**src/rtl/mult_pkg.sv**
```systemverilog
// Shared multiplier datapath constants, used by the reduction stages and the
// final carry-propagate adder.
package mult_pkg;

  localparam int MULT_WIDTH = 16;

  // Stage 1 adds the low half and stage 2 adds the remaining high bits.
  function automatic int split_point(input int width);
    return width / 2;
  endfunction

  localparam int MULT_SPLIT = split_point(MULT_WIDTH);

endpackage

```
**src/rtl/cpa_pipeline_stage_if.sv**
```systemverilog
// Valid/ready bus between the last carry-save stage, the carry-propagate adder
// and the product consumer.
interface cpa_pipeline_stage_if #(
  parameter int WIDTH = mult_pkg::MULT_WIDTH
);

  logic [WIDTH-1:0] s_vec;
  logic [WIDTH-1:0] c_vec;
  logic             in_valid;
  logic             in_ready;
  logic [WIDTH-1:0] product;
  logic             cout;
  logic             out_valid;
  logic             out_ready;

  modport master (
    output s_vec, c_vec, in_valid, out_ready,
    input  in_ready, product, cout, out_valid
  );

  modport slave (
    input  s_vec, c_vec, in_valid, out_ready,
    output in_ready, product, cout, out_valid
  );

endinterface

```
**src/rtl/cpa_pipeline_stage_slice.sv**
```systemverilog
// N-bit ripple-carry chain of full-adder cells; one instance per pipeline stage.
module cpa_slice #(
  parameter int N = 8
) (
  input  logic [N-1:0] a,
  input  logic [N-1:0] b,
  input  logic         cin,
  output logic [N-1:0] sum,
  output logic         cout
);

  logic [N:0] carry;

  assign carry[0] = cin;

  for (genvar i = 0; i < N; i++) begin : g_fa
    assign sum[i]       = a[i] ^ b[i] ^ carry[i];
    assign carry[i + 1] = (a[i] & b[i]) | (carry[i] & (a[i] ^ b[i]));
  end

  assign cout = carry[N];

endmodule

```
**src/rtl/cpa_pipeline_stage.sv**
```systemverilog
// Two-stage final carry-propagate adder: low half in stage 1, high half plus the
// registered low-half carry in stage 2, with valid/ready flow control and a global enable.
module cpa_pipeline_stage
  import mult_pkg::*;
#(
  parameter int WIDTH = MULT_WIDTH,
  parameter int SPLIT = split_point(WIDTH)
) (
  input logic                 clk,
  input logic                 rst,
  input logic                 en,
  cpa_pipeline_stage_if.slave bus
);

  localparam int HI_W = WIDTH - SPLIT;

  logic             v1;
  logic             v2;
  logic [SPLIT-1:0] lo_reg;
  logic             c1_reg;
  logic [HI_W-1:0]  s_hi_reg;
  logic [HI_W-1:0]  c_hi_reg;
  logic [WIDTH-1:0] product_reg;
  logic             cout_reg;

  logic [SPLIT-1:0] lo_sum;
  logic             lo_cout;
  logic [HI_W-1:0]  hi_sum;
  logic             hi_cout;

  logic ready1;
  logic ready2;
  logic accept;
  logic advance;
  logic retire;

  // A stage can take new data when it is empty or its contents move on this cycle.
  assign ready2  = !v2 || bus.out_ready;
  assign ready1  = !v1 || ready2;
  assign accept  = bus.in_valid && en && ready1;
  assign advance = en && v1 && ready2;
  assign retire  = en && v2 && bus.out_ready;

  assign bus.in_ready  = en && ready1;
  assign bus.out_valid = v2;
  assign bus.product   = product_reg;
  assign bus.cout      = cout_reg;

  cpa_slice #(.N(SPLIT)) u_lo (
    .a    (bus.s_vec[SPLIT-1:0]),
    .b    (bus.c_vec[SPLIT-1:0]),
    .cin  (1'b0),
    .sum  (lo_sum),
    .cout (lo_cout)
  );

  cpa_slice #(.N(HI_W)) u_hi (
    .a    (s_hi_reg),
    .b    (c_hi_reg),
    .cin  (c1_reg),
    .sum  (hi_sum),
    .cout (hi_cout)
  );

  // Accept wins over advance for v1, advance wins over retire for v2, so a
  // simultaneous accept/advance/retire keeps both stages occupied in order.
  always_ff @(posedge clk or posedge rst) begin
    if (rst) begin
      v1 <= 1'b0;
      v2 <= 1'b0;
    end else begin
      if (accept) begin
        v1 <= 1'b1;
      end else if (advance) begin
        v1 <= 1'b0;
      end
      if (advance) begin
        v2 <= 1'b1;
      end else if (retire) begin
        v2 <= 1'b0;
      end
    end
  end

  always_ff @(posedge clk or posedge rst) begin
    if (rst) begin
      lo_reg   <= '0;
      c1_reg   <= 1'b0;
      s_hi_reg <= '0;
      c_hi_reg <= '0;
    end else if (accept) begin
      lo_reg   <= lo_sum;
      c1_reg   <= lo_cout;
      s_hi_reg <= bus.s_vec[WIDTH-1:SPLIT];
      c_hi_reg <= bus.c_vec[WIDTH-1:SPLIT];
    end
  end

  // Output registers only load on advance, so a stalled result stays stable.
  always_ff @(posedge clk or posedge rst) begin
    if (rst) begin
      product_reg <= '0;
      cout_reg    <= 1'b0;
    end else if (advance) begin
      product_reg <= {hi_sum, lo_reg};
      cout_reg    <= hi_cout;
    end
  end

endmodule

```
**src/flat_wrapper.sv**
```systemverilog
// flat-port wrapper written by rule: the top's interface ports become plain ports
module cpa_pipeline_stage_flat import mult_pkg::*;
#(
  parameter int WIDTH = MULT_WIDTH,
  parameter int SPLIT = split_point(WIDTH)
)
  (clk, rst, en, bus_s_vec, bus_c_vec, bus_in_valid, bus_out_ready, bus_in_ready, bus_product, bus_cout, bus_out_valid);
  cpa_pipeline_stage_if #(.WIDTH(WIDTH)) bus_i ();
  input logic clk;
  input logic rst;
  input logic en;
  input wire logic [$bits(bus_i.s_vec)-1:0] bus_s_vec;
  input wire logic [$bits(bus_i.c_vec)-1:0] bus_c_vec;
  input wire logic [$bits(bus_i.in_valid)-1:0] bus_in_valid;
  input wire logic [$bits(bus_i.out_ready)-1:0] bus_out_ready;
  output wire logic [$bits(bus_i.in_ready)-1:0] bus_in_ready;
  output wire logic [$bits(bus_i.product)-1:0] bus_product;
  output wire logic [$bits(bus_i.cout)-1:0] bus_cout;
  output wire logic [$bits(bus_i.out_valid)-1:0] bus_out_valid;
  assign bus_i.s_vec = bus_s_vec;
  assign bus_i.c_vec = bus_c_vec;
  assign bus_i.in_valid = bus_in_valid;
  assign bus_i.out_ready = bus_out_ready;
  assign bus_in_ready = bus_i.in_ready;
  assign bus_product = bus_i.product;
  assign bus_cout = bus_i.cout;
  assign bus_out_valid = bus_i.out_valid;
  cpa_pipeline_stage #(.WIDTH(WIDTH), .SPLIT(SPLIT)) u_core (.clk(clk), .rst(rst), .en(en), .bus(bus_i));
endmodule
```
**config.mk**
```make
export PLATFORM = sky130hd
export DESIGN_NAME = cpa_pipeline_stage_flat
export DESIGN_NICKNAME = d
export VERILOG_FILES = /design/src/rtl/mult_pkg.sv /design/src/rtl/cpa_pipeline_stage_if.sv /design/src/rtl/cpa_pipeline_stage_slice.sv /design/src/rtl/cpa_pipeline_stage.sv /design/src/flat_wrapper.sv
export SDC_FILE = /design/constraint.sdc
export NUM_CORES = 1
export LEC_CHECK = 0
export CORE_ASPECT_RATIO = 0.5
export CORE_MARGIN = 1
export CORE_UTILIZATION = 44
export CTS_CLUSTER_SIZE = 24
export DETAILED_ROUTE_END_ITERATION = 10
export GPL_TIMING_DRIVEN = 0
export PLACE_DENSITY = 0.76
export SLEW_MARGIN = 0
export SYNTH_ARGS = -nofsm -noshare
export SYNTH_HDL_FRONTEND = slang
export SYNTH_HIERARCHICAL = 1
export SYNTH_SLANG_ARGS = --single-unit
```
**constraint.sdc**
```tcl
create_clock -name clk -period 3.5 [get_ports clk]
set_input_delay 1.05 -clock clk [delete_from_list [all_inputs] [get_ports clk]]
set_output_delay 1.05 -clock clk [all_outputs]
set_load 0.02 [all_outputs]
```
# [Word level (Yosys, flattened, before mapping)]
# Cells that the tools add are included.
[totals] in_bits=37 word_cells=102 output_inout_bits=19 register_bits=44
[op_classes] bitwise=77 n_reduce_logical=13 n_mux=4
[ops] op="1-bit AND" n=31
[ops] op="1-bit XOR" n=31
[ops] op="1-bit bitwise OR" n=15
[ops] op="1-bit logical AND" n=7
[ops] op="1-bit two-way mux" n=4
[ops] op="2-bit nonzero test" n=2
[ops] op="1-bit zero test" n=2
[ops] op="1-bit logical OR" n=2

# [Logic depth before layout (Yosys ltp)]
# Gate-level depths: netlist of run 1.
[logic_depth] word_depth=17 depth_mapped=13 mapped_depth_nobuf=13

# [Cells and area by module]
# The synthesis of run 1 kept the hierarchy.
[modules_own_cells] mod="cpa_pipeline_stage" seq_area_each_um2=1101.1 instances=1 cells_per_inst=102 area_each_um2=1836.8
[modules_own_cells] mod="cpa_slice" seq_area_each_um2=0.0 instances=2 cells_per_inst=18 area_each_um2=197.7

# [Least setup slack after synthesis of run 1]
# Ideal clock, no wire load.
[synth_timing] kind="input to register" from="in bus_s_vec[0]" to="reg u_core.lo_reg[7]" path_stages=13 required_time_ps=3436 t_arrival_ps=4200 n_path_buf=0 slack_ps=-764 setup_time_ps=64 path_cell_list="fa_1 > inv_1 > fa_1 > inv_1 > fa_1 > fa_1 > fa_1 > fa_1 > fa_1 > inv_1 > fa_1 > inv_1 > mux2_4"
[synth_between] elab_chain_cells=14
[synth_lines] item="start: declaration" line="flat_wrapper.sv:12" rtl="input wire logic [$bits(bus_i.s_vec)-1:0] bus_s_vec;"
[synth_lines] item="1-bit AND (2 in a row)" line="cpa_pipeline_stage_slice.sv:18" rtl="assign carry[i + 1] = (a[i] & b[i]) | (carry[i] & (a[i] ^ b[i]));"
[synth_lines] item="1-bit bitwise OR" line="cpa_pipeline_stage_slice.sv:18"
[synth_lines] item="1-bit AND" line="cpa_pipeline_stage_slice.sv:18"
[synth_lines] item="1-bit bitwise OR" line="cpa_pipeline_stage_slice.sv:18"
[synth_lines] item="1-bit AND" line="cpa_pipeline_stage_slice.sv:18"
[synth_lines] item="1-bit bitwise OR" line="cpa_pipeline_stage_slice.sv:18"
[synth_lines] item="1-bit AND" line="cpa_pipeline_stage_slice.sv:18"
[synth_lines] item="1-bit bitwise OR" line="cpa_pipeline_stage_slice.sv:18"
[synth_lines] item="1-bit AND" line="cpa_pipeline_stage_slice.sv:18"
[synth_lines] item="1-bit bitwise OR" line="cpa_pipeline_stage_slice.sv:18"
[synth_lines] item="1-bit AND" line="cpa_pipeline_stage_slice.sv:18"
[synth_lines] item="1-bit bitwise OR" line="cpa_pipeline_stage_slice.sv:18"
[synth_lines] item="1-bit XOR" line="cpa_pipeline_stage_slice.sv:17" rtl="assign sum[i] = a[i] ^ b[i] ^ carry[i];"
[synth_lines] item="via u_core.lo_sum[7]" line="cpa_pipeline_stage.sv:26" rtl="logic [SPLIT-1:0] lo_sum;"
[synth_lines] item="end signal: assignment" line="cpa_pipeline_stage.sv:92" rtl="lo_reg <= lo_sum;"
[synth_lines] item="end: declaration" line="cpa_pipeline_stage.sv:19" rtl="logic [SPLIT-1:0] lo_reg;"
# The timed path passes the listed nets, and every way through them passes these cells.
# A chain may end at the register's enable or synchronous reset.

# [Worst setup path in the final report of run 1]
# Same ends and word-level chain as after synthesis.

==> results.sh, run 1 <==
export IMPL_clock_skew_ps=6.67
export IMPL_initial_utilization_pct=48.1
export IMPL_maxSlewViolCount=0
export IMPL_violations="setup timing"
export IMPL_gp_congestion=0.749
export IMPL_layout_drive_gt1_share_pct=40.1
export IMPL_cts_htree_levels=2
export IMPL_synth_cells=138
export IMPL_design_area_sq_um=3010
export IMPL_path_max_fanout=1
export IMPL_tns_ps=-1010
export IMPL_arrival_ps=4200
export IMPL_overflow=0
export IMPL_synth_commonest_cells="dfrtp_1, mux2_4, inv_1"
export IMPL_grt_pass1_vias=1344
export IMPL_fin_crit_sh_pct=113
export IMPL_routed_via_density=4.58
export IMPL_cap_violations=0
export IMPL_ant_nets=0
export IMPL_synth_most_common_cell="dfrtp_1"
export IMPL_r2r_cells=13
export IMPL_ir_drop_uv=242
export IMPL_cts_made_buffers=5
export IMPL_max_freq_mhz=252
export IMPL_r2r_start="u_core/s_hi_reg[0]"
export IMPL_hold_buffers=0
export IMPL_drtPass1Iterations=3
export IMPL_min_from="u_core/bus.cout"
export IMPL_largest_reg_flops=16
export IMPL_clk_path_buf_depth=2
export IMPL_cts_sinks=44
export IMPL_drt_iter0_drc=13
export IMPL_clock_latency_ps=290
export IMPL_cts_tree="done"
export IMPL_fillers=373
export IMPL_ys_types=15
export IMPL_outcome="complete, but fails checks"
export IMPL_synth_edff_count=0
export IMPL_port_buffers=55
export IMPL_synth_area_leaders="dfrtp_1, mux2_4, fa_1"
export IMPL_grt_start_max_net_pins=31
export IMPL_core_area_sq_um=4640
export IMPL_min_path_type="flip-flop to flip-flop"
export IMPL_wl_met3_microns=155
export IMPL_hold_viol_final=0
export IMPL_p_leak_nw=1.34
export IMPL_routed_via_count=1228
export IMPL_die_h_microns=52.4
export IMPL_rows=17
export IMPL_area_growth_syn_to_layout_pct=35.0
export IMPL_grt_usage_pct=17.1
export IMPL_design_die_area_sq_um=5380
export IMPL_yosysSeqAreaShare_pct=49.3
export IMPL_crit_type="input port to flip-flop"
export IMPL_setup_worst_path_start="bus_s_vec[0]"
export IMPL_ios=56
export IMPL_cts_root_buf="clkbuf_8"
export IMPL_yosys_area_top_type_share_pct=49.3
export IMPL_place_area_sq_um=2910
export IMPL_end_kind="flip-flop"
export IMPL_syn_area_sq_um=2230
export IMPL_cts_setup_buffers=0
export IMPL_antenna_found_initial=0
export IMPL_wl_met1_microns=1630
export IMPL_synth_async_reset_ratio_pct=100
export IMPL_syn_area_per_cell_sq_um=16.2
export IMPL_synth_warnings=6
export IMPL_wl_met2_microns=2010
export IMPL_rsz0062_at_grt="true"
export IMPL_reg2reg_slack_ps=-30
export IMPL_p_total_mw=1.93
export IMPL_fin_crit_ps=3970
export IMPL_post_drt_wl_per_cell_microns=14.4
export IMPL_ys_flop_type="dfrtp_1"
export IMPL_yosysTopAreaCell="dfrtp_1"
export IMPL_setup_violations=4
export IMPL_hold_end="u_core/bus.cout"
export IMPL_worst_ep_required_time_ps=3730
export IMPL_p_per_area_nw_per_um2=641
export IMPL_synthesis_nets=191
export IMPL_hpwlAfterDp_microns=2870
export IMPL_dieWidth_microns=103
export IMPL_grt_first_pass_wirelength_microns=6510
export IMPL_wirelength_microns=3850
export IMPL_whs_path_depth=1
export IMPL_setup_ws_ps=-471
export IMPL_clk_pin_slew_ps=70
export IMPL_rr_endpoint="u_core/bus.product[15]"
export IMPL_routed_top_layer="met4"
export IMPL_ys_ff_latch=44
export IMPL_final_nets=254
export IMPL_cp_start_kind="input port"
export IMPL_drc=0
export IMPL_n_antenna_cell=0
[placed cells by master, fill, tap and decap left out, drive strengths merged]
| master | instances |
|---|---|
| clkdlybuf4s50 | 52 |
| dfrtp | 44 |
| a21oi | 2 |
| inv | 22 |
| nor2 | 1 |
| buf | 6 |
| dlymetal6s2s | 1 |
| clkbuf | 8 |
| a22o | 1 |
| nand2 | 4 |
| nor2b | 1 |
| fa | 16 |
| mux2 | 42 |
| conb | 1 |
| o21ai | 1 |
[repair_timing]
item,in CTS,in global routing
gates resized for setup,15,3
endpoints found under the setup margin,6,5
cloned,0,0
pin swaps,8,8
[worst max-delay path by stage]
| stage | endpoint | slack [ps] | depth (start not counted) |
|---|---|---|---|
| global route | u_core/lo_reg[7] | -550 | 14 |
| floorplan | u_core/lo_reg[7] | -590 | 13 |
| detailed placement | u_core/lo_reg[7] | -1170 | 14 |
| CTS | u_core/lo_reg[7] | -610 | 14 |
| finish | u_core/lo_reg[7] | -470 | 14 |
| global placement | u_core/lo_reg[7] | -1140 | 14 |
[worst max-delay path, stage by stage]
cell and delay [ps]:
buf_6 90, fa_2 350, inv_2 60, fa_2 180, inv_2 40, fa_2 340, fa_2 370, fa_2 350
fa_2 350, fa_2 360, inv_2 70, fa_2 430, inv_2 60, mux2_4 130
[per-stage QoR]
| stage | hold WS (ps) | std cells | worst slack, ps | util (%) |
|---|---|---|---|---|
| global placement | 488 | 259 | -1140 | 62.4 |
| global route | 520 | 268 | -549 | 65.0 |
| CTS | 513 | 268 | -607 | 64.9 |
| finish | 510 | 268 | -471 | 65.0 |
| detailed placement | 495 | 260 | -1170 | 62.8 |
| floorplan | 477 | 138 | -592 | - |
[where the power goes]
group	total (mW)	leakage, nW	internal (mW)	switching, mW
clock	0.323	0.0455	0.161	0.162
sequential	0.793	0.517	0.682	0.112
combinational	0.816	0.780	0.488	0.328
[logic make-up after synthesis]
| kind of cell | share of synthesized area [%] |
|---|---|
| flops | 49.3 |
| mux | 26.2 |
| buf+inv | 6.39 |
| fa+ha+maj | 14.3 |
| simple gates | 1.91 |
| compound gates | 1.63 |
| other cells | 0.168 |
[metal layers]
| metal | GRT usage (%) | up-vias |
|---|---|---|
| met2 | 30.2 | 28 |
| met1 | 20.0 | 633 |
| met5 | 0 | - |
| met3 | 4.67 | 4 |
| met4 | 7.14 | 0 |
| li1 | - | 563 |
[final cells by class]
class / count / area, sq um / area share [%]
timing repair buffer: 56 / 569 / 18.9
buffer: 3 / 60.1 / 1.99
multi-input combinational: 69 / 1030 / 34.1
clock buffer: 8 / 90.1 / 2.99
inverter: 22 / 82.6 / 2.74
sequential: 44 / 1100 / 36.5
tap: 66 / 82.6 / 2.74
No activity file was read; power rests on OpenSTA's default activity.
==> run 2: changes to the inputs <==
- CORE_ASPECT_RATIO: 0.5 -> 0.9
==> run 2 against run 1 <==
- utilization down 2.2 points
- sequential cell count unchanged
- the flow still finishes with violations (setup timing)
- final area rose by 1.4%
- die area down 0.31%
- register-to-register slack about the same
- sequential power hardly changed
- routed wire length grew 4.0%
- combinational power increased by 2.6%
- worst setup slack got worse by 1.0 ps
==> results.sh, run 2 (same netlist as run 1, synthesis figures left out) <==
export IMPL_cp_slowest_cell="fa_2"
export IMPL_min_from="u_core/lo_reg[5]"
export IMPL_routed_via_count=1246
export IMPL_hold_ws_ps=504
export IMPL_pwr_share_comb_pct=40.3
export IMPL_fin_crit_ps=3970
export IMPL_crit_top_cell="fa_2"
export IMPL_clk_path_buf_depth=2
export IMPL_maxSlewViolCount=0
export IMPL_r2r_start="u_core/s_hi_reg[0]"
export IMPL_p_sw_mw=0.617
export IMPL_cpPeakStageDelay_ps=430
export IMPL_hpwlAfterDp_microns=2940
export IMPL_n_antenna_cell=0
export IMPL_ios=56
export IMPL_min_path_type="flip-flop to flip-flop"
export IMPL_crit_family="adder cells"
export IMPL_path_max_fanout=1
export IMPL_drtPass1Iterations=4
export IMPL_final_nets=255
export IMPL_p_leak_nw=1.37
export IMPL_overflow=0
export IMPL_clk_pin_slew_ps=80
export IMPL_dieWidth_microns=77.1
export IMPL_initial_utilization_pct=45.9
export IMPL_largest_reg_flops=16
export IMPL_drt_iter0_drc=78
export IMPL_tightest_slew_ps=909
export IMPL_hold_end="u_core/bus.product[5]"
export IMPL_violations="setup timing"
export IMPL_fin_crit_sh_pct=113
export IMPL_crit_chain="buf_6 > fa_2 > inv_2 > fa_2 > inv_2 > fa_2 > fa_2 > fa_2 > fa_2 > fa_2 > inv_2 > fa_2 > inv_2 > mux2_4"
export IMPL_reg2reg_slack_ps=-30
export IMPL_routed_via_density=4.67
export IMPL_wirelength_microns=4010
export IMPL_die_h_microns=69.6
export IMPL_setup_violations=4
export IMPL_cts_made_buffers=5
export IMPL_worstSetupPathDepth=14
export IMPL_cts_sinks=44
export IMPL_grt_start_max_net_pins=45
export IMPL_post_drt_wl_per_cell_microns=15.0
export IMPL_hold_viol_final=0
export IMPL_clockPowerShare_pct=21.6
export IMPL_rr_endpoint="u_core/bus.product[15]"
export IMPL_area_growth_syn_to_layout_pct=36.8
export IMPL_swShare_pct=29.7
export IMPL_rsz0062_at_grt="true"
export IMPL_path_buf_inv=5
export IMPL_max_freq_mhz=252
export IMPL_cap_violations=0
export IMPL_grt_pass1_vias=1486
export IMPL_gp_congestion=0.678
export IMPL_port_buffers=55
export IMPL_end_kind="flip-flop"
export IMPL_crit_type="input port to flip-flop"
export IMPL_cp_start_kind="input port"
export IMPL_tns_ps=-1100
export IMPL_mostFrequentLayoutCells="clkdlybuf4s50_1, dfrtp_1, mux2_4"
export IMPL_p_per_area_nw_per_um2=681
export IMPL_cts_htree_levels=2
export IMPL_design_area_sq_um=3050
export IMPL_place_area_sq_um=2890
export IMPL_whs_path_depth=1
export IMPL_core_area_sq_um=4860
export IMPL_worst_ep_required_time_ps=3740
export IMPL_drc=0
export IMPL_setup_ws_ps=-472
export IMPL_ant_nets=0
export IMPL_clock_skew_ps=7.29
export IMPL_final_common_cell="clkdlybuf4s50_1"
export IMPL_antenna_found_initial=0
export IMPL_cts_tree="done"
export IMPL_grt_first_pass_wirelength_microns=7010
export IMPL_r2r_cells=13
export IMPL_grt_usage_pct=16.9
export IMPL_layout_drive_gt1_share_pct=43.1
export IMPL_relSlewSlack_pct=39.3
export IMPL_cts_root_buf="clkbuf_8"
export IMPL_design_die_area_sq_um=5360
export IMPL_arrival_ps=4210
export IMPL_ir_drop_uv=311
export IMPL_outcome="complete, but fails checks"
export IMPL_power_frac_seq_pct=38.2
export IMPL_clock_latency_ps=300
export IMPL_rows=24
export IMPL_intPower_mw=1.46
run 2: what timing repair did:
action / 4_1_cts / 5_1_grt
setup endpoints to repair: 6 / 6
pin swaps: 13 / 10
setup buffers: 1 / 1
hold buffers: 0 / 0
cloned: 0 / 0
resized for setup: 16 / 8
run 2: final cells by class:
type | instances | area, sq um
Fill cell | 380 | 1810
Sequential cell | 44 | 1100
Multi-Input combinational cell | 69 | 1030
Timing Repair Buffer | 57 | 567
Inverter | 22 | 82.6
Tap cell | 65 | 81.3
Clock buffer | 5 | 68.8
Clock inverter | 2 | 60.1
Buffer | 3 | 60.1
run 2: power by group through the flow:
stage          Clock, mW  Sequential, mW  Combinational (mW)
3_3_place_gp           0           0.792               0.787
2_1_floorplan          0           0.908               0.361
5_1_grt            0.477           0.818               0.903
4_1_cts            0.458           0.796               0.839
3_5_place_dp           0           0.803               0.817
6_report           0.448           0.794               0.837
run 2: stage by stage:
step	cells	power (mW)	utilization (%)	setup slack (ps)
after global routing	267	2.20	62.8	-537
after floorplan	138	1.27	-	-592
after CTS	266	2.09	62.3	-575
after detailed placement	258	1.62	59.4	-1170
final	267	2.08	62.8	-472
after global placement	258	1.58	59.4	-1140
run 2: worst max-delay path by stage:
stage                 start          endpoint  slack, ps
4_1_cts        bus_c_vec[0]  u_core/lo_reg[7]       -570
3_3_place_gp   bus_s_vec[0]  u_core/lo_reg[7]      -1140
2_1_floorplan  bus_s_vec[0]  u_core/lo_reg[7]       -590
5_1_grt        bus_c_vec[0]  u_core/lo_reg[7]       -540
3_5_place_dp   bus_s_vec[0]  u_core/lo_reg[7]      -1170
6_report       bus_c_vec[0]  u_core/lo_reg[7]       -470
run 2: routing by layer:
layer	share of wire, %	vias up	global-route usage [%]
li1	-	563	-
met1	42	646	20.9
met2	53	27	29.5
met3	3.0	10	2.89
met4	2.2	0	6.92
met5	0	-	0
